**config.mk**
```make
export PLATFORM = sky130hd
export DESIGN_NAME = r2mdc_stage_ctrl_flat
export DESIGN_NICKNAME = d
export VERILOG_FILES = /design/src/rtl/r2mdc_stage_ctrl_if.sv /design/src/rtl/r2mdc_stage_ctrl.sv /design/src/flat_wrapper.sv
export SDC_FILE = /design/constraint.sdc
export NUM_CORES = 1
export LEC_CHECK = 0
export CAP_MARGIN = 5
export CORE_ASPECT_RATIO = 0.5
export CORE_MARGIN = 2
export CORE_UTILIZATION = 50
export DETAILED_ROUTE_END_ITERATION = 7
export GPL_TIMING_DRIVEN = 1
export MAX_ROUTING_LAYER = met4
export PLACE_DENSITY = 0.84
export SLEW_MARGIN = 30
export SYNTH_ARGS = -nofsm -noshare
export SYNTH_HDL_FRONTEND = slang
export SYNTH_SLANG_ARGS = --single-unit
```
**constraint.sdc**
```tcl
create_clock -name clk -period 1.6 [get_ports clk]
set_clock_uncertainty 0.05 [all_clocks]
set_input_delay 0.24 -clock clk [delete_from_list [all_inputs] [get_ports clk]]
set_output_delay 0.24 -clock clk [all_outputs]
set_load 0.05 [all_outputs]
```
**src/rtl/r2mdc_stage_ctrl_if.sv**
```systemverilog
// Handshake bundle between an R2MDC stage sequencer and its neighbours.
// Latency: none (wires only).
// Backpressure: none; the pair stream is push-only, one pair per in_valid cycle.
// Ports:
//   in_valid/in_start            : pair strobe and first-pair-of-frame qualifier
//   tw_addr                      : twiddle ROM address
//   dl_en/sw_sel                 : delay-line shift enable, commutator select
//   out_valid/out_start/out_last : output pair strobes toward the next stage
//   busy/frame_err               : status
interface r2mdc_stage_ctrl_if #(
  parameter int TW_AW = 3
);
  logic             in_valid;
  logic             in_start;
  logic [TW_AW-1:0] tw_addr;
  logic             dl_en;
  logic             sw_sel;
  logic             out_valid;
  logic             out_start;
  logic             out_last;
  logic             busy;
  logic             frame_err;

  // upstream / environment side
  modport master (
    output in_valid, in_start,
    input  tw_addr, dl_en, sw_sel, out_valid, out_start, out_last, busy, frame_err
  );

  // sequencer side
  modport slave (
    input  in_valid, in_start,
    output tw_addr, dl_en, sw_sel, out_valid, out_start, out_last, busy, frame_err
  );
endinterface

```
**src/rtl/r2mdc_stage_ctrl.sv**
```systemverilog
// Sequencer for one R2MDC FFT stage: twiddle address, delay-line enable, commutator select, output strobes.
// Latency: every output is registered, one cycle after the pair (or flush cycle) it describes.
// Backpressure: none; in_valid=0 is a stall, and the first out_valid follows DC delay-line shifts.
// Ports:
//   clk, rst_n : clock and asynchronous active-low reset
//   bus.slave  : in_valid/in_start in; tw_addr, dl_en, sw_sel, out_valid,
//                out_start, out_last, busy, frame_err out
module r2mdc_stage_ctrl #(
  parameter int N_LOG2 = 4,
  parameter int STAGE  = 0,
  parameter int TW_AW  = N_LOG2 - 1
) (
  input  logic              clk,
  input  logic              rst_n,
  r2mdc_stage_ctrl_if.slave bus
);

  localparam int NPAIR = 1 << (N_LOG2 - 1);
  localparam int CW    = N_LOG2 - 1;
  // butterfly span and commutator delay for this stage
  localparam int D     = (1 << N_LOG2) >> (STAGE + 1);
  localparam int DC    = (STAGE >= N_LOG2 - 1) ? 0 : ((1 << N_LOG2) >> (STAGE + 2));
  localparam int FW    = (DC > 0) ? $clog2(DC + 1) : 1;
  localparam int PW    = (DC > 1) ? $clog2(DC) : 1;

  localparam logic [CW-1:0] D_MASK    = CW'(D - 1);
  localparam logic [CW-1:0] LAST_IDX  = CW'(NPAIR - 1);
  localparam logic [FW-1:0] FILL_FULL = FW'(DC);
  localparam logic [PW-1:0] PH_LAST   = PW'((DC > 0) ? DC - 1 : 0);

  typedef enum logic [1:0] {IDLE, RUN, FLUSH} state_t;

  state_t        state;
  logic [CW-1:0] cnt;     // index of the next expected pair
  logic [CW-1:0] ocnt;    // output pair counter
  logic [FW-1:0] fill;    // delay-line occupancy, saturates at DC
  logic [PW-1:0] fcnt;    // flush cycles done
  logic [PW-1:0] pcnt;    // shifts done in the current commutator phase
  logic          sel;     // commutator phase for the next shift

  logic          restart;
  logic          acc;
  logic          flush_cyc;
  logic          ev;
  logic          err;
  logic          last_pair;
  logic          full;
  logic          sel_cur;
  logic [PW-1:0] pcnt_cur;
  logic [CW-1:0] pair_idx;
  logic [TW_AW-1:0] tw_nxt;

  // A start strobe is honoured in every state; outside RUN nothing else is.
  assign restart   = bus.in_valid & bus.in_start;
  assign acc       = bus.in_valid & ((state == RUN) | bus.in_start);
  // A start arriving during FLUSH takes over: its pair shifts the residue out.
  assign flush_cyc = (state == FLUSH) & ~restart;
  assign ev        = acc | flush_cyc;
  assign err       = (state == RUN) & restart & (cnt != '0);
  assign pair_idx  = restart ? '0 : cnt;
  assign last_pair = acc & (pair_idx == LAST_IDX);
  assign full      = (fill == FILL_FULL);
  // Commutator phase realigns to 0 on every frame start.
  assign sel_cur   = restart ? 1'b0 : sel;
  assign pcnt_cur  = restart ? '0 : pcnt;
  // D is a power of two, so cnt mod D is a mask.
  assign tw_nxt    = TW_AW'({{TW_AW{1'b0}}, pair_idx & D_MASK} << STAGE);

  always_ff @(posedge clk or negedge rst_n) begin
    if (!rst_n) begin
      state         <= IDLE;
      cnt           <= '0;
      ocnt          <= '0;
      fill          <= '0;
      fcnt          <= '0;
      pcnt          <= '0;
      sel           <= 1'b0;
      bus.tw_addr   <= '0;
      bus.dl_en     <= 1'b0;
      bus.sw_sel    <= 1'b0;
      bus.out_valid <= 1'b0;
      bus.out_start <= 1'b0;
      bus.out_last  <= 1'b0;
      bus.busy      <= 1'b0;
      bus.frame_err <= 1'b0;
    end else begin
      bus.dl_en     <= ev;
      bus.out_valid <= ev & full;
      bus.out_start <= ev & full & (ocnt == '0);
      bus.out_last  <= ev & full & (ocnt == LAST_IDX);
      bus.frame_err <= err;

      if (ev & full) begin
        ocnt <= (ocnt == LAST_IDX) ? '0 : ocnt + CW'(1);
      end

      if (ev) begin
        if (DC > 0) begin
          bus.sw_sel <= sel_cur;
          if (pcnt_cur == PH_LAST) begin
            pcnt <= '0;
            sel  <= ~sel_cur;
          end else begin
            pcnt <= pcnt_cur + PW'(1);
            sel  <= sel_cur;
          end
          if (!full) begin
            fill <= fill + FW'(1);
          end
        end else begin
          bus.sw_sel <= 1'b0;
        end
      end

      if (acc) begin
        bus.tw_addr <= tw_nxt;
        fcnt        <= '0;
        if (last_pair) begin
          cnt      <= '0;
          state    <= (DC > 0) ? FLUSH : IDLE;
          bus.busy <= 1'(DC > 0);
        end else begin
          cnt      <= pair_idx + CW'(1);
          state    <= RUN;
          bus.busy <= 1'b1;
        end
      end else if (flush_cyc) begin
        if (fcnt == PH_LAST) begin
          // delay line is empty again once the last zero has been pushed
          state    <= IDLE;
          bus.busy <= 1'b0;
          fill     <= '0;
          fcnt     <= '0;
        end else begin
          fcnt <= fcnt + PW'(1);
        end
      end
    end
  end

endmodule

```
**src/flat_wrapper.sv**
```systemverilog
// flat-port wrapper written by rule: the top's interface ports become plain ports
module r2mdc_stage_ctrl_flat 
#(
  parameter int N_LOG2 = 4,
  parameter int STAGE  = 0,
  parameter int TW_AW  = N_LOG2 - 1
)
  (clk, rst_n, bus_in_valid, bus_in_start, bus_tw_addr, bus_dl_en, bus_sw_sel, bus_out_valid, bus_out_start, bus_out_last, bus_busy, bus_frame_err);
  r2mdc_stage_ctrl_if #(.TW_AW(TW_AW)) bus_i ();
  input  logic clk;
  input  logic rst_n;
  input wire logic [$bits(bus_i.in_valid)-1:0] bus_in_valid;
  input wire logic [$bits(bus_i.in_start)-1:0] bus_in_start;
  output wire logic [$bits(bus_i.tw_addr)-1:0] bus_tw_addr;
  output wire logic [$bits(bus_i.dl_en)-1:0] bus_dl_en;
  output wire logic [$bits(bus_i.sw_sel)-1:0] bus_sw_sel;
  output wire logic [$bits(bus_i.out_valid)-1:0] bus_out_valid;
  output wire logic [$bits(bus_i.out_start)-1:0] bus_out_start;
  output wire logic [$bits(bus_i.out_last)-1:0] bus_out_last;
  output wire logic [$bits(bus_i.busy)-1:0] bus_busy;
  output wire logic [$bits(bus_i.frame_err)-1:0] bus_frame_err;
  assign bus_i.in_valid = bus_in_valid;
  assign bus_i.in_start = bus_in_start;
  assign bus_tw_addr = bus_i.tw_addr;
  assign bus_dl_en = bus_i.dl_en;
  assign bus_sw_sel = bus_i.sw_sel;
  assign bus_out_valid = bus_i.out_valid;
  assign bus_out_start = bus_i.out_start;
  assign bus_out_last = bus_i.out_last;
  assign bus_busy = bus_i.busy;
  assign bus_frame_err = bus_i.frame_err;
  r2mdc_stage_ctrl #(.N_LOG2(N_LOG2), .STAGE(STAGE), .TW_AW(TW_AW)) u_core (.clk(clk), .rst_n(rst_n), .bus(bus_i));
endmodule
```
==> flow_metrics.tcl, run 1 <==
set metrics [dict create \
    synth_fp_nets 129 \
    wirelength_mm 2.56 \
    grt-ovfl-total 0 \
    dp.cells 174 \
    worst-path-stages 5 \
    avgViaCountPerCell 5.45 \
    cts.sinks 26 \
    cts-hold-fix-buffers 0 \
    final_layout_size_suffix_gt1_share_pct 34.0 \
    cpPeakStageDelay_ps 410 \
    ir_drop_uv 642 \
    cts_made_buffers 3 \
    hold_path.class "input port to async pin" \
    start_kind "flip-flop" \
    dpl_worst_slack_ps -389 \
    cp.required_ps 1720 \
    die-area_um2 3270 \
    die_height_um 41.4 \
    drc 0 \
    tightest_slew_ps 356 \
    grt_max_degree 27 \
    area_delta_synth_final_pct 23.7 \
    rr_startpoint "u_core.fill[0]$_DFF_PN0_" \
    critPathTopFamily "flip-flops" \
    layout_min_cycle_time_ps 1530 \
    drt-initial-drc-count 37 \
    vias 970 \
    startpoint "u_core.fill[0]$_DFF_PN0_" \
    yosysSeqAreaShare_pct 46.5 \
    critPathSlowestCell "dfrtp_1" \
    finalSetupViolations 0 \
    core-area_um2 2640 \
    final_hold_viol_count 0 \
    endpoint "u_core.ocnt[0]$_DFFE_PN0P_" \
    rows 13 \
    worstPathCellList "inv_1 > ha_1 > nand2_2 > a31oi_4 > mux2_4" \
    yosysWarnings 0 \
    antenna_found_initial 0 \
    synth_area_um2 1400 \
    cp-end-kind "flip-flop" \
    final_cells 178 \
    slew_headroom_pct 76.1 \
    diodes 0 \
    fill_cells 210 \
    r2r-end "u_core.ocnt[0]$_DFFE_PN0P_" \
    cts_setup_buffers 0 \
    reg2regPathDepth 5 \
    start_util_pct 53.1 \
    avgSynthCellArea_um2 12.1 \
    finalSetupTns_ps 0 \
    htreeDepth 1 \
    timing.hold.ws_ps 268 \
    grt_pass1_vias 940 \
    port_buffers 13 \
    dpl.hpwl_mm 1.89 \
    cts_tree "done" \
    synthesis.instances 116 \
    ys_ff_latch 26 \
    insertion_delay_ps 270 \
    pin_count 14 \
    synth_cell_types 41 \
    grt_pass1_wl_mm 4.42 \
    fin_area_um2 1730 \
    clk_path_buf_depth 2 \
    fin_crit_sh_pct 95.4 \
    p_per_area_nw_per_um2 1520 \
    rsz0062_at_grt "false" \
    drv_slew 0 \
    drv_cap 0 \
    place_area_um2 1670 \
    grt_use_total_pct 18.3 \
    dr.pass1.iters 4 \
    critPathBufInv 1 \
    root_buffer "clkbuf_8" \
    die_w_um 78.8 \
    setup_ws_ps 73.7 \
    leakage_nw 0.845 \
    critPathKind "flip-flop to flip-flop" \
    r2r_slack_ps 70 \
    max_clock_freq_mhz 655 \
    cp_max_fo 4 \
    clkTransAtPathRegs_ps 90 \
    nNetsFinal 155 \
    status "finished, final reports clean" \
    place_congestion 0.804 \
    wl_per_cell_um 14.4 \
    crit_arrival_ps 1640 \
    antenna_left 0 \
]
## logic make-up (layout without fill, tap and decap cells)
group	Yosys count	count (layout)	synth area share, %
simple gates	31	31	15.7
compound gates	29	29	18.1
flops	26	26	46.5
buf+inv	13	38	4.02
fa+ha+maj	9	9	8.04
mux	8	8	7.69
## report_power, final
part | total, mW | internal [mW] | switching (mW) | leakage [nW]
Clock | 0.431 | 0.221 | 0.211 | 0.0288
Combinational | 1.17 | 0.595 | 0.576 | 0.495
Sequential | 1.03 | 0.859 | 0.171 | 0.321
## layout make-up
class                           instances  area (um^2)  share of cell area (%)
Timing Repair Buffer                   25          205                    11.8
Sequential cell                        26          651                    37.6
Clock buffer                            4         55.1                    3.18
Multi-Input combinational cell         77          741                    42.8
Inverter                                9         33.8                    1.95
Tap cell                               37         46.3                    2.67
## cells in the mapped netlist (all sizes together)
library cell  instances  share of area [%]
a21o                  1               0.54
o211ai                2                1.1
dfrtp                26                 46
nor3                  2               0.71
nor2                  5                1.3
nand3b                1                1.4
nand2b                3                1.9
o211a                 1               0.71
inv                   9                2.4
a32o                  1               0.71
nand4                 1               0.45
o21bai                1               0.54
and3b                 2                1.3
ha                    9                8.0
a221oi                1                1.1
mux2i                 1               0.71
a22o                  3                1.9
nor2b                 4                2.0
a21bo                 1               0.71
and3                  1               0.45
o2111ai               1               0.63
buf                   4                1.6
nand2                 3                1.3
a31o                  2                1.3
o31ai                 3                2.0
o221ai                2                1.3
a21oi                 5                1.8
mux2                  7                7.0
a31oi                 1                1.5
and2                  7                3.1
o21ai                 3                1.9
nor3b                 1               0.54
a21boi                1               0.54
nand3                 1                1.3
## how the worst min path moves through the flow
stage | from | to | cells past startpoint
after CTS | rst_n | u_core.bus.frame_err$_DFF_PN0_ | 2
after detailed placement | u_core.pcnt[1]$_DFFE_PN0P_ | u_core.pcnt[1]$_DFFE_PN0P_ | 1
after floorplan | rst_n | u_core.bus.busy$_DFFE_PN0P_ | 0
after global routing | rst_n | u_core.bus.tw_addr[2]$_DFFE_PN0P_ | 2
final | rst_n | u_core.bus.frame_err$_DFF_PN0_ | 2
after global placement | u_core.pcnt[1]$_DFFE_PN0P_ | u_core.pcnt[1]$_DFFE_PN0P_ | 1
## flip-flops by register name, indices dropped and copies added, names as in the netlist, 2 cells and up
name	flops
u_core.state	2
u_core.fill	3
u_core.pcnt	2
u_core.ocnt	3
u_core.fcnt	2
u_core.bus.tw_addr	3
u_core.cnt	3
## placed cells by master, fill, tap and decap left out, types with 2 or more instances in the layout
cell type and count:
a21oi_1 5, a22o_1 3, a31o_1 2, and2_1 5
and2_4 2, and3b_1 2, buf_4 21, clkbuf_8 4
dfrtp_1 26, dlygate4sd2_1 2, ha_1 7, ha_4 2
inv_1 9, mux2_4 6, nand2b_1 2, nor2_1 5
nor2b_1 2, nor2b_2 2, nor3_1 2, o211ai_1 2
o21ai_1 2, o221ai_1 2, o31ai_1 2
## layer usage
layer	part of all wire [%]	global-route usage (%)
met1	43	21.0
met2	52	31.6
met3	3.6	4.78
met4	2.0	6.21
met5	0	-
## metrics by stage
stage          utilization [%]  total power, mW
6_report                  65.7             2.63
5_1_grt                   65.7             2.81
4_1_cts                   65.5             2.65
3_5_place_dp              63.5             2.22
3_3_place_gp              63.5             2.14
2_1_floorplan                -             1.89
## what timing repair did
action	CTS	global route
setup endpoints to repair	6	8
pin swaps	0	0
resized for setup	2	2
Note: power is estimated with default switching activity, not from simulation.
==> run 2: changes to the inputs <==
--- a/config.mk
+++ b/config.mk
@@ -5,7 +5,7 @@
 export SDC_FILE = /design/constraint.sdc
 export NUM_CORES = 1
 export LEC_CHECK = 0
-export CAP_MARGIN = 5
+export CAP_MARGIN = 20
 export CORE_ASPECT_RATIO = 0.5
 export CORE_MARGIN = 2
 export CORE_UTILIZATION = 50
==> results of run 2 <==
No change in the layout: final DEF, timing and power equal those of run 1.
==> run 3: changes to the inputs <==
--- a/config.mk
+++ b/config.mk
@@ -10,7 +10,6 @@
 export CORE_MARGIN = 2
 export CORE_UTILIZATION = 50
 export DETAILED_ROUTE_END_ITERATION = 7
-export GPL_TIMING_DRIVEN = 1
 export MAX_ROUTING_LAYER = met4
 export PLACE_DENSITY = 0.84
 export SLEW_MARGIN = 30
==> results of run 3 <==
No change in the layout: final DEF, timing and power equal those of run 1.
